--- config.mk ---
export PLATFORM = sky130hd
export DESIGN_NAME = conv2d_mac_engine
export DESIGN_NICKNAME = d
export VERILOG_FILES = /design/src/rtl/conv2d_mac_engine.sv
export SDC_FILE = /design/constraint.sdc
export NUM_CORES = 1
export LEC_CHECK = 0
export ABC_CLOCK_PERIOD_IN_PS = 13700
export CAP_MARGIN = 20
export CORE_MARGIN = 3
export CORE_UTILIZATION = 55
export DETAILED_ROUTE_END_ITERATION = 7
export PLACE_DENSITY_LB_ADDON = 0.1
export SLEW_MARGIN = 20
export SYNTH_ARGS = -nofsm -noshare
export SYNTH_HDL_FRONTEND = slang
export SYNTH_SLANG_ARGS = --single-unit
--- constraint.sdc ---
create_clock -name clk -period 13.7 [get_ports clk]
set_clock_uncertainty 0.2 [all_clocks]
set_input_delay 2.055 -clock clk [delete_from_list [all_inputs] [get_ports clk]]
set_output_delay 2.055 -clock clk [all_outputs]
set_load 0.03 [all_outputs]
--- src/rtl/conv2d_mac_engine.sv ---
// Sequential KSIZE x KSIZE multi-channel convolution MAC: one kernel row per clock, valid/ready in and out.
// Optional CONV_RELU_EN: clamp negative signed-mode results to zero when loaded into result.
module conv2d_mac_engine #(
  parameter int DATA_WIDTH   = 8,
  parameter int KSIZE        = 3,
  parameter int CHANNELS     = 1,
  parameter int RESULT_WIDTH = 20
) (
  input  logic                                clk,
  input  logic                                rst,
  input  logic                                in_valid,
  output logic                                in_ready,
  input  logic [KSIZE*KSIZE*DATA_WIDTH-1:0]   filter_flat,
  input  logic [KSIZE*KSIZE*DATA_WIDTH-1:0]   image_flat,
  input  logic                                signed_mode,
  output logic                                out_valid,
  input  logic                                out_ready,
  output logic [RESULT_WIDTH-1:0]             result,
  output logic                                busy
);

  localparam int N     = KSIZE * KSIZE * DATA_WIDTH;
  localparam int ROW_W = (KSIZE > 1) ? $clog2(KSIZE) : 1;
  localparam int CH_W  = (CHANNELS > 1) ? $clog2(CHANNELS) : 1;
  localparam logic [ROW_W-1:0] ROW_LAST = ROW_W'(KSIZE - 1);
  localparam logic [CH_W-1:0]  CH_LAST  = CH_W'(CHANNELS - 1);

  typedef enum logic [1:0] {S_IDLE, S_MAC, S_OUT} state_t;

  state_t                  state, state_next;
  logic [N-1:0]            filt_q, img_q;
  logic                    signed_q;
  logic [ROW_W-1:0]        row;
  logic [CH_W-1:0]         ch;
  logic [RESULT_WIDTH-1:0] acc, row_sum, acc_next, load_val;
  logic [DATA_WIDTH-1:0]   f_el, i_el;
  logic [RESULT_WIDTH-1:0] f_ext, i_ext;

  always_ff @(posedge clk) begin
    if (rst) state <= S_IDLE;
    else     state <= state_next;
  end

  always_comb begin
    state_next = state;
    case (state)
      S_IDLE:  if (in_valid) state_next = S_MAC;
      S_MAC:   if (row == ROW_LAST) state_next = (ch == CH_LAST) ? S_OUT : S_IDLE;
      S_OUT:   if (out_ready) state_next = S_IDLE;
      default: state_next = S_IDLE;
    endcase
  end

  always_comb begin
    in_ready  = (state == S_IDLE);
    out_valid = (state == S_OUT);
    busy      = (state != S_IDLE) || (ch != '0);
  end

  // Operands are widened to RESULT_WIDTH first, so the truncated product is already the wrapped value.
  always_comb begin
    row_sum = '0;
    f_el    = '0;
    i_el    = '0;
    f_ext   = '0;
    i_ext   = '0;
    for (int unsigned c = 0; c < KSIZE; c++) begin
      f_el  = filt_q[(32'(row) * KSIZE + c) * DATA_WIDTH +: DATA_WIDTH];
      i_el  = img_q [(32'(row) * KSIZE + c) * DATA_WIDTH +: DATA_WIDTH];
      f_ext = signed_q ? {{(RESULT_WIDTH-DATA_WIDTH){f_el[DATA_WIDTH-1]}}, f_el}
                       : {{(RESULT_WIDTH-DATA_WIDTH){1'b0}}, f_el};
      i_ext = signed_q ? {{(RESULT_WIDTH-DATA_WIDTH){i_el[DATA_WIDTH-1]}}, i_el}
                       : {{(RESULT_WIDTH-DATA_WIDTH){1'b0}}, i_el};
      row_sum = row_sum + f_ext * i_ext;
    end
    acc_next = acc + row_sum;
    load_val = acc_next;
`ifdef CONV_RELU_EN
    if (signed_q && acc_next[RESULT_WIDTH-1]) load_val = '0;
`endif
  end

  always_ff @(posedge clk) begin
    if (rst) begin
      filt_q   <= '0;
      img_q    <= '0;
      signed_q <= 1'b0;
      row      <= '0;
      ch       <= '0;
      acc      <= '0;
      result   <= '0;
    end else begin
      case (state)
        S_IDLE: if (in_valid) begin
          filt_q <= filter_flat;
          img_q  <= image_flat;
          row    <= '0;
          if (ch == '0) begin
            acc      <= '0;
            signed_q <= signed_mode;
          end
        end
        S_MAC: begin
          acc <= acc_next;
          row <= row + 1'b1;
          if (row == ROW_LAST) begin
            row <= '0;
            if (ch == CH_LAST) result <= load_val;
            else               ch     <= ch + 1'b1;
          end
        end
        S_OUT: if (out_ready) ch <= '0;
        default: ;
      endcase
    end
  end

endmodule

==> impl_summary.txt, run 1 <==
----------------------------------------------------
[Run status]
  Result of the run ... completed

[Detailed routing]
  Count of routing violations after the opening detailed-route iteration ... approximately 1300
  Residual antenna-violating net count after detailed routing ... 0
  Vias/cell ... 5.28
  Detailed Routing Iterations Pass 1 ... 5
  Total number of vias ... 17000
  Routed length per placed instance ... 19.5 µm
  Wire length reported by the detailed router ... between 60 and 70 mm
  Post-detailed-route DRC marker count ... 0

[Final layout]
  Diodes inserted ... 0
  Synthesis-to-finish area growth ... 12.3%
  Number of cells in the finished layout apart from fillers ... approximately 3200
  Total number of nets in the final design ... approximately 3400
  Total of fill cells in the finished design ... around 3500
  Share of final-layout standard cells stronger than drive strength 1 ... just over 3%
  Total area of sequential cells ... 3790 µm²
  Footprint of the multi-input gates ... roughly 16000 µm²

[Worst hold path]
  Endpoint, Worst Hold ... result[16]
  Launch instance of the worst min-delay path ... result[16]
  Worst hold stages ... 2
  Worst hold path class ... reg2reg

[Logic synthesis]
  Cell taking the most area after synthesis ... sky130_fd_sc_hd__fa_1
  Synth Area per Inst ... slightly below 9 µm²
  Netlist area before placement ... 22600 µm²
  Count of unique library cells instantiated by Yosys ... 43
  Number of synthesized flops with an enable pin ... 0
  Cell count after synthesis ... approximately 2600
  Post-Synthesis Net Count ... 3312
  Async set-or-reset flop fraction in the synthesized netlist ... 0%
  Flip-flop cell with the highest count after synthesis ... sky130_fd_sc_hd__dfxtp_1
  Largest cells by area after synthesis ... sky130_fd_sc_hd__fa_1, sky130_fd_sc_hd__dfxtp_1, sky130_fd_sc_hd__ha_1
  Area fraction of the dominant cell type after synthesis ... about 36%
  Seq cells post-synth ... 189
  Number of synthesis warnings ... 0
  Proportion of synthesized chip area in sequential cells ... 16.8%

[Die]
  Boundary Pins ... 172
  Die span in y ... between 200 and 250 µm
  CORE AREA ... 40100 µm²
  Site Rows ... 73
  Die width ... approximately 210 µm
  Die Footprint ... 43500 µm²
  Effective utilization at floorplan ... a little under three fifths

[Clock network]
  Clock buffer count from CTS ... 17
  Clock root buffer ... sky130_fd_sc_hd__clkbuf_16
  Setup repair bufs after CTS ... 0
  Cts repair resizes ... 0
  Clock slew at reported path FFs ... around 0.080 ns
  Bufs on Longest Clock Path ... 2
  TritonCTS Sinks ... about 190
  CTS tree ... done
  CTS H-tree lvls ... 4
  Hold-fix buffer count after cts ... 0
  Later-pin clock latency in the skew report ... approximately 0.45 ns

[STA]
  Post-route setup TNS ... 0 ns
  Slew headroom ... 29.3%
  Fin. max-slew vios ... 0
  Unrepaired setup endpoints after global routing ... no
  Maximum clock frequency ... 101 MHz
  Post-route worst setup slack ... 3.81 ns
  Final hold violation count ... 0
  Tmin final ... slightly below 10 ns
  Transition time at the pin with the least slew margin ... 1.06 ns
  Number of setup violations in the final report ... 0
  Fin crit share ... 72.2%

[GRT]
  Antenna violations before repair ... 0
  Remaining global-route overflow ... 0
  Vias in the first global route ... 18300
  First-pass GRT wire length ... roughly 100 mm
  Aggregate global-route resource usage ... between 20 and 30%
  Maximum number of pins on one net before global-route repair ... between 100 and 150

[Place]
  GP Congestion ... between 0.9 and 1
  Placement Setup Slack ... roughly 3.9 ns
  Placed Cells ... roughly 3200
  Number of input and output port buffers inserted ... 171
  Half-perimeter wire length of the detailed placement result ... ~53 mm

[Critical path]
  Worst-case reg-to-reg path depth ... 31
  Longest individual stage delay on the worst path ... 0.69 ns
  Required @ worst endpoint ... 13.88 ns
  Most used cell, CP ... sky130_fd_sc_hd__fa_1
  Critical path start-end classification ... reg2reg
  Crit path max fanout ... 55
  Crit start category ... flip-flop
  Flop-to-flop setup slack ... between 3 and 4 ns
  CP max-delay cell ... sky130_fd_sc_hd__fa_1
  Crit path launch ... row[0]
  FF-to-FF Start ... row[0]
  RR Endpoint ... acc[19]
  Arrival time reported for the critical path endpoint ... ~10 ns
  Worst Setup End Kind ... flip-flop

[Power and ir drop]
  Worst VDD drop ... 0.000115 V
  Cell Pwr Density ... 66.9 nW/µm²
  Leakage ... about 12 nW
  Total power ... roughly 1.7 mW

[Run]
  Number of maximum-capacitance constraint violations ... 0

----------------------------------------------------
## worst max-delay path by stage
stage	endpoint	slack [ns]
floorplan	acc[19]	4.92
global placement	result[19]	4.12
detailed placement	acc[19]	3.92
CTS	acc[19]	3.82
global route	acc[19]	3.34
finish	acc[19]	3.81
## worst max-delay path, delay by kind of cell (launching register included)
| family | cells | cell delay (ns) |
|---|---|---|
| adders and majority gates | 10 | 5.03 |
| buffers and inverters | 8 | 1.06 |
| xor gates and xnor gates | 1 | 0.16 |
| DFF | 1 | 0.33 |
| AOI/OAI and AO/OA | 7 | 1.69 |
| and+or+nand+nor | 5 | 1.30 |
## routing by layer
layer | up-vias | track usage, % | share of wire [%]
li1 | 7936 | - | -
met5 | - | 0 | 0
met4 | 0 | 6.74 | 2.3
met3 | 79 | 6.23 | 7.0
met2 | 504 | 48.9 | 47
met1 | 8433 | 41.0 | 44
## cells in the final DEF, fill, tap and decap left out, types with 3 or more instances in the layout
master,n
sky130_fd_sc_hd__inv_1,520
sky130_fd_sc_hd__nand2_1,447
sky130_fd_sc_hd__dfxtp_1,187
sky130_fd_sc_hd__nand3_1,22
sky130_fd_sc_hd__nand2b_1,17
sky130_fd_sc_hd__a31oi_1,4
sky130_fd_sc_hd__ha_1,195
sky130_fd_sc_hd__xor2_1,10
sky130_fd_sc_hd__o21bai_1,8
sky130_fd_sc_hd__a21oi_2,3
sky130_fd_sc_hd__clkinv_8,4
sky130_fd_sc_hd__o21ai_1,4
sky130_fd_sc_hd__clkdlybuf4s50_1,170
sky130_fd_sc_hd__clkbuf_16,17
sky130_fd_sc_hd__or2_2,14
sky130_fd_sc_hd__nor3_1,6
sky130_fd_sc_hd__a21oi_1,238
sky130_fd_sc_hd__mux2i_1,48
sky130_fd_sc_hd__inv_8,5
sky130_fd_sc_hd__fa_1,408
sky130_fd_sc_hd__and2_1,10
sky130_fd_sc_hd__nor2_1,184
sky130_fd_sc_hd__a21o_1,38
sky130_fd_sc_hd__xnor2_1,73
sky130_fd_sc_hd__o21ai_0,4
sky130_fd_sc_hd__buf_4,16
## report_power, final
part	total, mW	internal (mW)	leakage [nW]	switching (mW)
Clock	0.537	0.284	0.309	0.253
Sequential	0.607	0.584	1.55	0.0232
Combinational	0.552	0.216	10.5	0.337
Total	1.70	1.08	12.4	0.612
## cell type report
class	instances	share of cell area, %
well taps	525	2.59
flip-flops and latches	189	14.9
repair buffers	188	7.29
inverters	521	7.71
clock buffers	18	1.69
clock inverters	14	0.844
multi-input cells	1757	64.9
## cells by family after synthesis
group                      count (synthesis)  share of synthesized area [%]
and+or+nand+nor                          716                           12.8
buffers and inverters                    614                           10.4
muxes                                     48                           2.13
DFF                                      189                           16.8
AOI/OAI and AO/OA                        306                           7.65
xor gates and xnor gates                  84                           3.32
adders and majority gates                603                           47.0
## cells in the mapped netlist (2+ instances only)
| cell | number |
|---|---|
| sky130_fd_sc_hd__inv_1 | 520 |
| sky130_fd_sc_hd__nand2_1 | 448 |
| sky130_fd_sc_hd__fa_1 | 408 |
| sky130_fd_sc_hd__a21oi_1 | 241 |
| sky130_fd_sc_hd__ha_1 | 195 |
| sky130_fd_sc_hd__dfxtp_1 | 189 |
| sky130_fd_sc_hd__nor2_1 | 184 |
| sky130_fd_sc_hd__clkbuf_1 | 75 |
| sky130_fd_sc_hd__xnor2_1 | 73 |
| sky130_fd_sc_hd__mux2i_1 | 48 |
| sky130_fd_sc_hd__a21o_1 | 38 |
| sky130_fd_sc_hd__nand3_1 | 22 |
| sky130_fd_sc_hd__nand2b_1 | 17 |
| sky130_fd_sc_hd__or2_2 | 14 |
| sky130_fd_sc_hd__and2_1 | 11 |
| sky130_fd_sc_hd__xor2_1 | 10 |
| sky130_fd_sc_hd__buf_2 | 9 |
| sky130_fd_sc_hd__o21bai_1 | 8 |
| sky130_fd_sc_hd__nor3_1 | 6 |
| sky130_fd_sc_hd__buf_1 | 5 |
| sky130_fd_sc_hd__a31oi_1 | 4 |
| sky130_fd_sc_hd__o21ai_0 | 4 |
| sky130_fd_sc_hd__o21ai_1 | 4 |
| sky130_fd_sc_hd__buf_6 | 3 |
| sky130_fd_sc_hd__a211oi_1 | 2 |
| sky130_fd_sc_hd__and3_1 | 2 |
| sky130_fd_sc_hd__nand2_2 | 2 |
| sky130_fd_sc_hd__nor2b_1 | 2 |
| sky130_fd_sc_hd__o2bb2ai_4 | 2 |
## metrics by stage
stage,instance area (µm²),hold WS [ns],utilization (%)
floorplan,22600,0.236,-
finish,25400,0.255,63.2
detailed placement,24700,0.246,61.6
global placement,24700,0.241,61.6
global route,25400,0.274,63.2
CTS,25400,0.255,63.2
## flip-flops by register name (all words and copies together), names as in the netlist
register,cells
state,2
row,2
signed_q,1
filt_q,72
result,20
img_q,72
acc,20
(Power assumes the default switching activity.)
==> run 2: changes to the inputs <==
--- a/config.mk
+++ b/config.mk
@@ -5,7 +5,7 @@
 export SDC_FILE = /design/constraint.sdc
 export NUM_CORES = 1
 export LEC_CHECK = 0
-export ABC_CLOCK_PERIOD_IN_PS = 13700
+export ABC_CLOCK_PERIOD_IN_PS = 9800
 export CAP_MARGIN = 20
 export CORE_MARGIN = 3
 export CORE_UTILIZATION = 55
==> constraint.sdc (replaced) <==
create_clock -name clk -period 9.8 [get_ports clk]
set_clock_uncertainty 0.2 [all_clocks]
set_input_delay 1.47 -clock clk [delete_from_list [all_inputs] [get_ports clk]]
set_output_delay 1.47 -clock clk [all_outputs]
set_load 0.03 [all_outputs]
==> impl_summary.txt, run 2 (synthesis gave the netlist of run 1 again) <==
----------------------------------------------------
[Run status]
  Result of the run ... completed

[Critical path]
  Critical path start-end classification ... reg2reg
  Crit start category ... flip-flop
  Most used cell, CP ... sky130_fd_sc_hd__fa_1
  Arrival time reported for the critical path endpoint ... between 9 and 10 ns
  Required @ worst endpoint ... approximately 10 ns
  Longest individual stage delay on the worst path ... 0.65 ns
  Worst-case reg-to-reg path depth ... 31
  Crit path max fanout ... 18
  FF-to-FF Start ... row[0]
  Worst Setup End Kind ... flip-flop
  CP max-delay cell ... sky130_fd_sc_hd__fa_1
  RR Endpoint ... acc[19]
  Flop-to-flop setup slack ... a little over 0.6 ns

[Clock network]
  Clock root buffer ... sky130_fd_sc_hd__clkbuf_16
  Cts repair resizes ... 0
  Clock slew at reported path FFs ... ~0.080 ns
  Setup repair bufs after CTS ... 0
  CTS H-tree lvls ... 4
  CTS tree ... done
  Clock buffer count from CTS ... 17
  TritonCTS Sinks ... ~190
  Later-pin clock latency in the skew report ... ~0.47 ns
  Bufs on Longest Clock Path ... 2
  Hold-fix buffer count after cts ... 0

[STA]
  Maximum clock frequency ... approximately 110 MHz
  Final hold violation count ... 0
  Post-route worst setup slack ... 0.611 ns
  Unrepaired setup endpoints after global routing ... no
  Number of setup violations in the final report ... 0
  Post-route setup TNS ... 0 ns
  Slew headroom ... 29.5%
  Transition time at the pin with the least slew margin ... between 1 and 1.5 ns
  Fin crit share ... 93.8%
  Fin. max-slew vios ... 0
  Tightest hold margin ... 0.257 ns
  Tmin final ... 9.19 ns

[Final layout]
  Synthesis-to-finish area growth ... 12.9%
  Diodes inserted ... 0
  Total number of nets in the final design ... between 3000 and 4000
  Registers with the most flip-flops ... filt_q (72), img_q (72)
  Commonest non-fill, non-tap cell in the layout ... sky130_fd_sc_hd__inv_1
  Total of fill cells in the finished design ... 3459
  Leading cell types in the layout, fill and taps excluded ... sky130_fd_sc_hd__inv_1, sky130_fd_sc_hd__nand2_1, sky130_fd_sc_hd__fa_1, sky130_fd_sc_hd__a21oi_1, sky130_fd_sc_hd__ha_1
  Share of final-layout standard cells stronger than drive strength 1 ... 3.70%
  Number of cells in the finished layout apart from fillers ... 3228

[GRT]
  Vias in the first global route ... about 18000
  First-pass GRT wire length ... a little over 100 mm
  Maximum number of pins on one net before global-route repair ... 118
  Antenna violations before repair ... 0
  Remaining global-route overflow ... 0
  Aggregate global-route resource usage ... 30.1%

[Worst hold path]
  Worst hold stages ... 2
  Endpoint, Worst Hold ... result[8]
  Launch instance of the worst min-delay path ... result[8]
  Worst hold path class ... reg2reg

[Power and ir drop]
  Total power ... between 2 and 2.5 mW
  Share of total power in the clock network ... a little under a third
  Share of total power in combinational logic ... around a third
  Cell internal pwr ... approximately 1.5 mW
  Net switching fraction of the power ... a little under two fifths
  Cell Pwr Density ... slightly above 90 nW/µm²
  Share of power burned in registers ... between 30% and 40%
  Switch Pwr ... roughly 0.87 mW
  Worst VDD drop ... about 0.00013 V
  Leakage ... about 12 nW

[Die]
  Die Footprint ... 43500 µm²
  Site Rows ... 73
  Boundary Pins ... approximately 170
  Die span in y ... roughly 210 µm
  Effective utilization at floorplan ... a little under three fifths
  CORE AREA ... 40100 µm²
  Die width ... between 200 and 250 µm

[Place]
  Half-perimeter wire length of the detailed placement result ... 54.7 mm
  Placed Cells ... between 3000 and 4000
  GP Congestion ... 0.947
  Number of input and output port buffers inserted ... about 170
  Placement Setup Slack ... around 0.7 ns

[Run]
  Number of maximum-capacitance constraint violations ... 0

[Detailed routing]
  Residual antenna-violating net count after detailed routing ... 0
  Wire length reported by the detailed router ... about 63 mm
  Routed length per placed instance ... 19.6 µm
  Detailed Routing Iterations Pass 1 ... 6
  Total number of vias ... about 17000
  Post-detailed-route DRC marker count ... 0
  Count of routing violations after the opening detailed-route iteration ... 1106
  Vias/cell ... around 5.2

----------------------------------------------------
run 2: critical path: cells and delay by family (launching register included):
kind | cells | cell delay (ns)
fa+ha+maj | 10 | 4.99
compound gates | 7 | 1.45
simple gates | 5 | 1.16
buf+inv | 8 | 0.60
flops | 1 | 0.55
xor+xnor | 1 | 0.16
run 2: worst max path at each step:
| stage | startpoint | slack [ns] | endpoint | cells after the start |
|---|---|---|---|---|
| after global placement | row[0] | 0.82 | acc[19] | 31 |
| after floorplan | row[0] | 1.02 | acc[19] | 34 |
| after detailed placement | row[0] | 0.71 | acc[19] | 31 |
| after CTS | row[0] | 0.66 | acc[19] | 31 |
| after global routing | row[0] | 0.15 | result[19] | 30 |
| final | row[0] | 0.61 | acc[19] | 31 |
run 2: power by group through the flow:
stage                     sequential (mW)  combinational, mW  clock, mW
final                               0.849              0.777      0.740
after global routing                0.855              0.872      0.781
after CTS                           0.849              0.776      0.752
after detailed placement            0.867              0.766          0
after global placement              0.864              0.750          0
after floorplan                     0.854              0.512          0
run 2: metal layers:
metal	track usage [%]	part of all wire (%)
met1	41.9	44
met2	48.8	47
met3	6.10	6.5
met4	7.71	2.5
met5	0	0
run 2: metrics by stage:
stage	utilization (%)	cell area, µm²
after floorplan	-	22600
after global placement	61.9	24800
after detailed placement	61.9	24800
after CTS	63.5	25500
after global routing	63.5	25500
final	63.5	25500
run 2: final cells by class:
class	instances	area (µm²)	share of cell area (%)
flip-flops and latches	189	3790	14.9
inverters	521	1960	7.68
clock buffers	17	425	1.67
clock inverters	15	210	0.825
well taps	525	657	2.58
repair buffers	204	1970	7.75
multi-input cells	1757	16500	64.6
==> run 3: changes to the inputs <==
--- a/config.mk
+++ b/config.mk
@@ -5,7 +5,7 @@
 export SDC_FILE = /design/constraint.sdc
 export NUM_CORES = 1
 export LEC_CHECK = 0
-export ABC_CLOCK_PERIOD_IN_PS = 9800
+export ABC_CLOCK_PERIOD_IN_PS = 11400
 export CAP_MARGIN = 20
 export CORE_MARGIN = 3
 export CORE_UTILIZATION = 55
==> constraint.sdc (replaced) <==
create_clock -name clk -period 11.4 [get_ports clk]
set_clock_uncertainty 0.2 [all_clocks]
set_input_delay 1.71 -clock clk [delete_from_list [all_inputs] [get_ports clk]]
set_output_delay 1.71 -clock clk [all_outputs]
set_load 0.03 [all_outputs]
==> impl_summary.txt, run 3 (synthesis gave the netlist of run 1 again) <==
----------------------------------------------------
[Run status]
  Result of the run ... completed

[Die]
  Die span in y ... 209 µm
  Die Footprint ... about 44000 µm²
  Site Rows ... between 70 and 80
  Effective utilization at floorplan ... 56.3%
  Die width ... around 210 µm
  Boundary Pins ... ~170
  CORE AREA ... between 40000 and 50000 µm²

[Power and ir drop]
  Worst VDD drop ... around 0.000091 V
  Leakage ... 12.4 nW
  Cell Pwr Density ... 80.2 nW/µm²
  Total power ... approximately 2.0 mW

[Final layout]
  Synthesis-to-finish area growth ... 12.4%
  Registers with the most flip-flops ... filt_q (72), img_q (72)
  Leading cell types in the layout, fill and taps excluded ... sky130_fd_sc_hd__inv_1, sky130_fd_sc_hd__nand2_1, sky130_fd_sc_hd__fa_1, sky130_fd_sc_hd__a21oi_1, sky130_fd_sc_hd__ha_1
  Commonest non-fill, non-tap cell in the layout ... sky130_fd_sc_hd__inv_1
  Diodes inserted ... 0
  Total number of nets in the final design ... 3428
  Share of final-layout standard cells stronger than drive strength 1 ... around 3.2%
  Post-route cell area ... 25400 µm²
  Total of fill cells in the finished design ... 3502
  Number of cells in the finished layout apart from fillers ... roughly 3200

[Critical path]
  Longest individual stage delay on the worst path ... slightly above 0.7 ns
  Kind of cell with the highest combined delay on the critical path ... adder cells
  Arrival time reported for the critical path endpoint ... approximately 9.7 ns
  CP max-delay cell ... sky130_fd_sc_hd__fa_1
  Required @ worst endpoint ... between 10 and 15 ns
  Worst Setup End Kind ... flip-flop
  Capturing instance or port of the critical path ... acc[19]
  Crit path launch ... row[1]
  Flop-to-flop setup slack ... slightly below 2 ns
  Worst-case reg-to-reg path depth ... 28
  Buf/Inv on CP ... 5
  Critical path start-end classification ... reg2reg
  Crit start category ... flip-flop
  FF-to-FF Start ... row[1]
  RR Endpoint ... acc[19]
  Logic depth of the worst setup path including buffers ... 28
  Most used cell, CP ... sky130_fd_sc_hd__fa_1
  Crit path max fanout ... between 50 and 60

[GRT]
  Maximum number of pins on one net before global-route repair ... ~120
  Aggregate global-route resource usage ... between 20% and 30%
  Antenna violations before repair ... 0
  First-pass GRT wire length ... just under 100 mm
  Remaining global-route overflow ... 0
  Vias in the first global route ... around 18000

[Detailed routing]
  Post-detailed-route DRC marker count ... 0
  Routed length per placed instance ... just under 20 µm
  Residual antenna-violating net count after detailed routing ... 0
  Vias/cell ... approximately 5.3
  Total number of vias ... between 15000 and 20000
  Wire length reported by the detailed router ... 62.3 mm
  Detailed Routing Iterations Pass 1 ... 5
  Count of routing violations after the opening detailed-route iteration ... roughly 1300

[Clock network]
  CTS tree ... done
  Cts repair resizes ... 0
  Hold-fix buffer count after cts ... 0
  Later-pin clock latency in the skew report ... between 0.4 and 0.5 ns
  Clock root buffer ... sky130_fd_sc_hd__clkbuf_16
  Clock slew at reported path FFs ... around 0.10 ns
  CTS H-tree lvls ... 4
  TritonCTS Sinks ... 189
  Setup repair bufs after CTS ... 0
  Bufs on Longest Clock Path ... 2
  Clock buffer count from CTS ... 17

[Worst hold path]
  Launch instance of the worst min-delay path ... result[12]
  Worst hold path class ... reg2reg

[Place]
  Cell Area, Placed ... between 20000 and 25000 µm²
  GP Congestion ... between 0.9 and 1
  Placed Cells ... 3182
  Number of input and output port buffers inserted ... around 170
  Placement Setup Slack ... roughly 2.1 ns
  Half-perimeter wire length of the detailed placement result ... ~53 mm

[STA]
  Final hold violation count ... 0
  Post-route worst setup slack ... approximately 2 ns
  Unrepaired setup endpoints after global routing ... no
  Slew headroom ... a little over a quarter
  Fin. max-slew vios ... 0
  Transition time at the pin with the least slew margin ... approximately 1.1 ns
  Post-route setup TNS ... 0 ns
  Number of setup violations in the final report ... 0
  Fin crit share ... 83.0%
  Maximum clock frequency ... 106 MHz
  Tmin final ... between 9 and 10 ns

[Run]
  Number of maximum-capacitance constraint violations ... 0

----------------------------------------------------
run 3: cell types whose count changed in the layout (fill, tap and decap cells not counted), sizes merged:
cell and change:
buf -14, bufinv -1, clkinv +2, clkinvlp -2
inv +1
run 3: routing by layer:
layer	share of wire, %	up-vias	track usage [%]	wire length [µm]
met3	7.6	98	7.88	4760
met1	43	8362	39.3	26700
met2	46	528	46.9	28600
met4	3.5	0	9.82	2210
met5	0	-	0	0
li1	-	7945	-	-
run 3: worst min-delay path by stage:
stage	to	slack (ns)	cells past startpoint
final	result[12]	0.26	2
after global routing	result[7]	0.27	2
after CTS	img_q[14]	0.26	2
after detailed placement	img_q[14]	0.25	2
after global placement	result[9]	0.24	2
after floorplan	filt_q[0]	0.24	2
run 3: power by group:
group / total, mW / internal [mW] / switching (mW)
sequential: 0.729 / 0.701 / 0.0275
combinational: 0.653 / 0.257 / 0.396
clock: 0.653 / 0.311 / 0.342
total: 2.04 / 1.27 / 0.766
run 3: worst min-delay path: cells and delay by family (launching register included):
family           cells  cell delay, ns
AO/OA/AOI/OAI        1            0.05
AND/OR/NAND/NOR      1            0.05
flip-flops           1            0.31
run 3: final cells by class:
class	count	area, µm²	area share (%)
clock inverters	15	233	0.917
repair buffers	190	1860	7.34
flip-flops and latches	189	3790	14.9
inverters	521	1960	7.70
well taps	525	657	2.59
clock buffers	17	425	1.68
multi-input cells	1757	16500	64.9
run 3: through the flow:
step | utilization (%) | hold slack (ns)
after floorplan | - | 0.236
after global placement | 61.6 | 0.241
after detailed placement | 61.6 | 0.246
after CTS | 63.3 | 0.257
after global routing | 63.3 | 0.273
final | 63.3 | 0.257
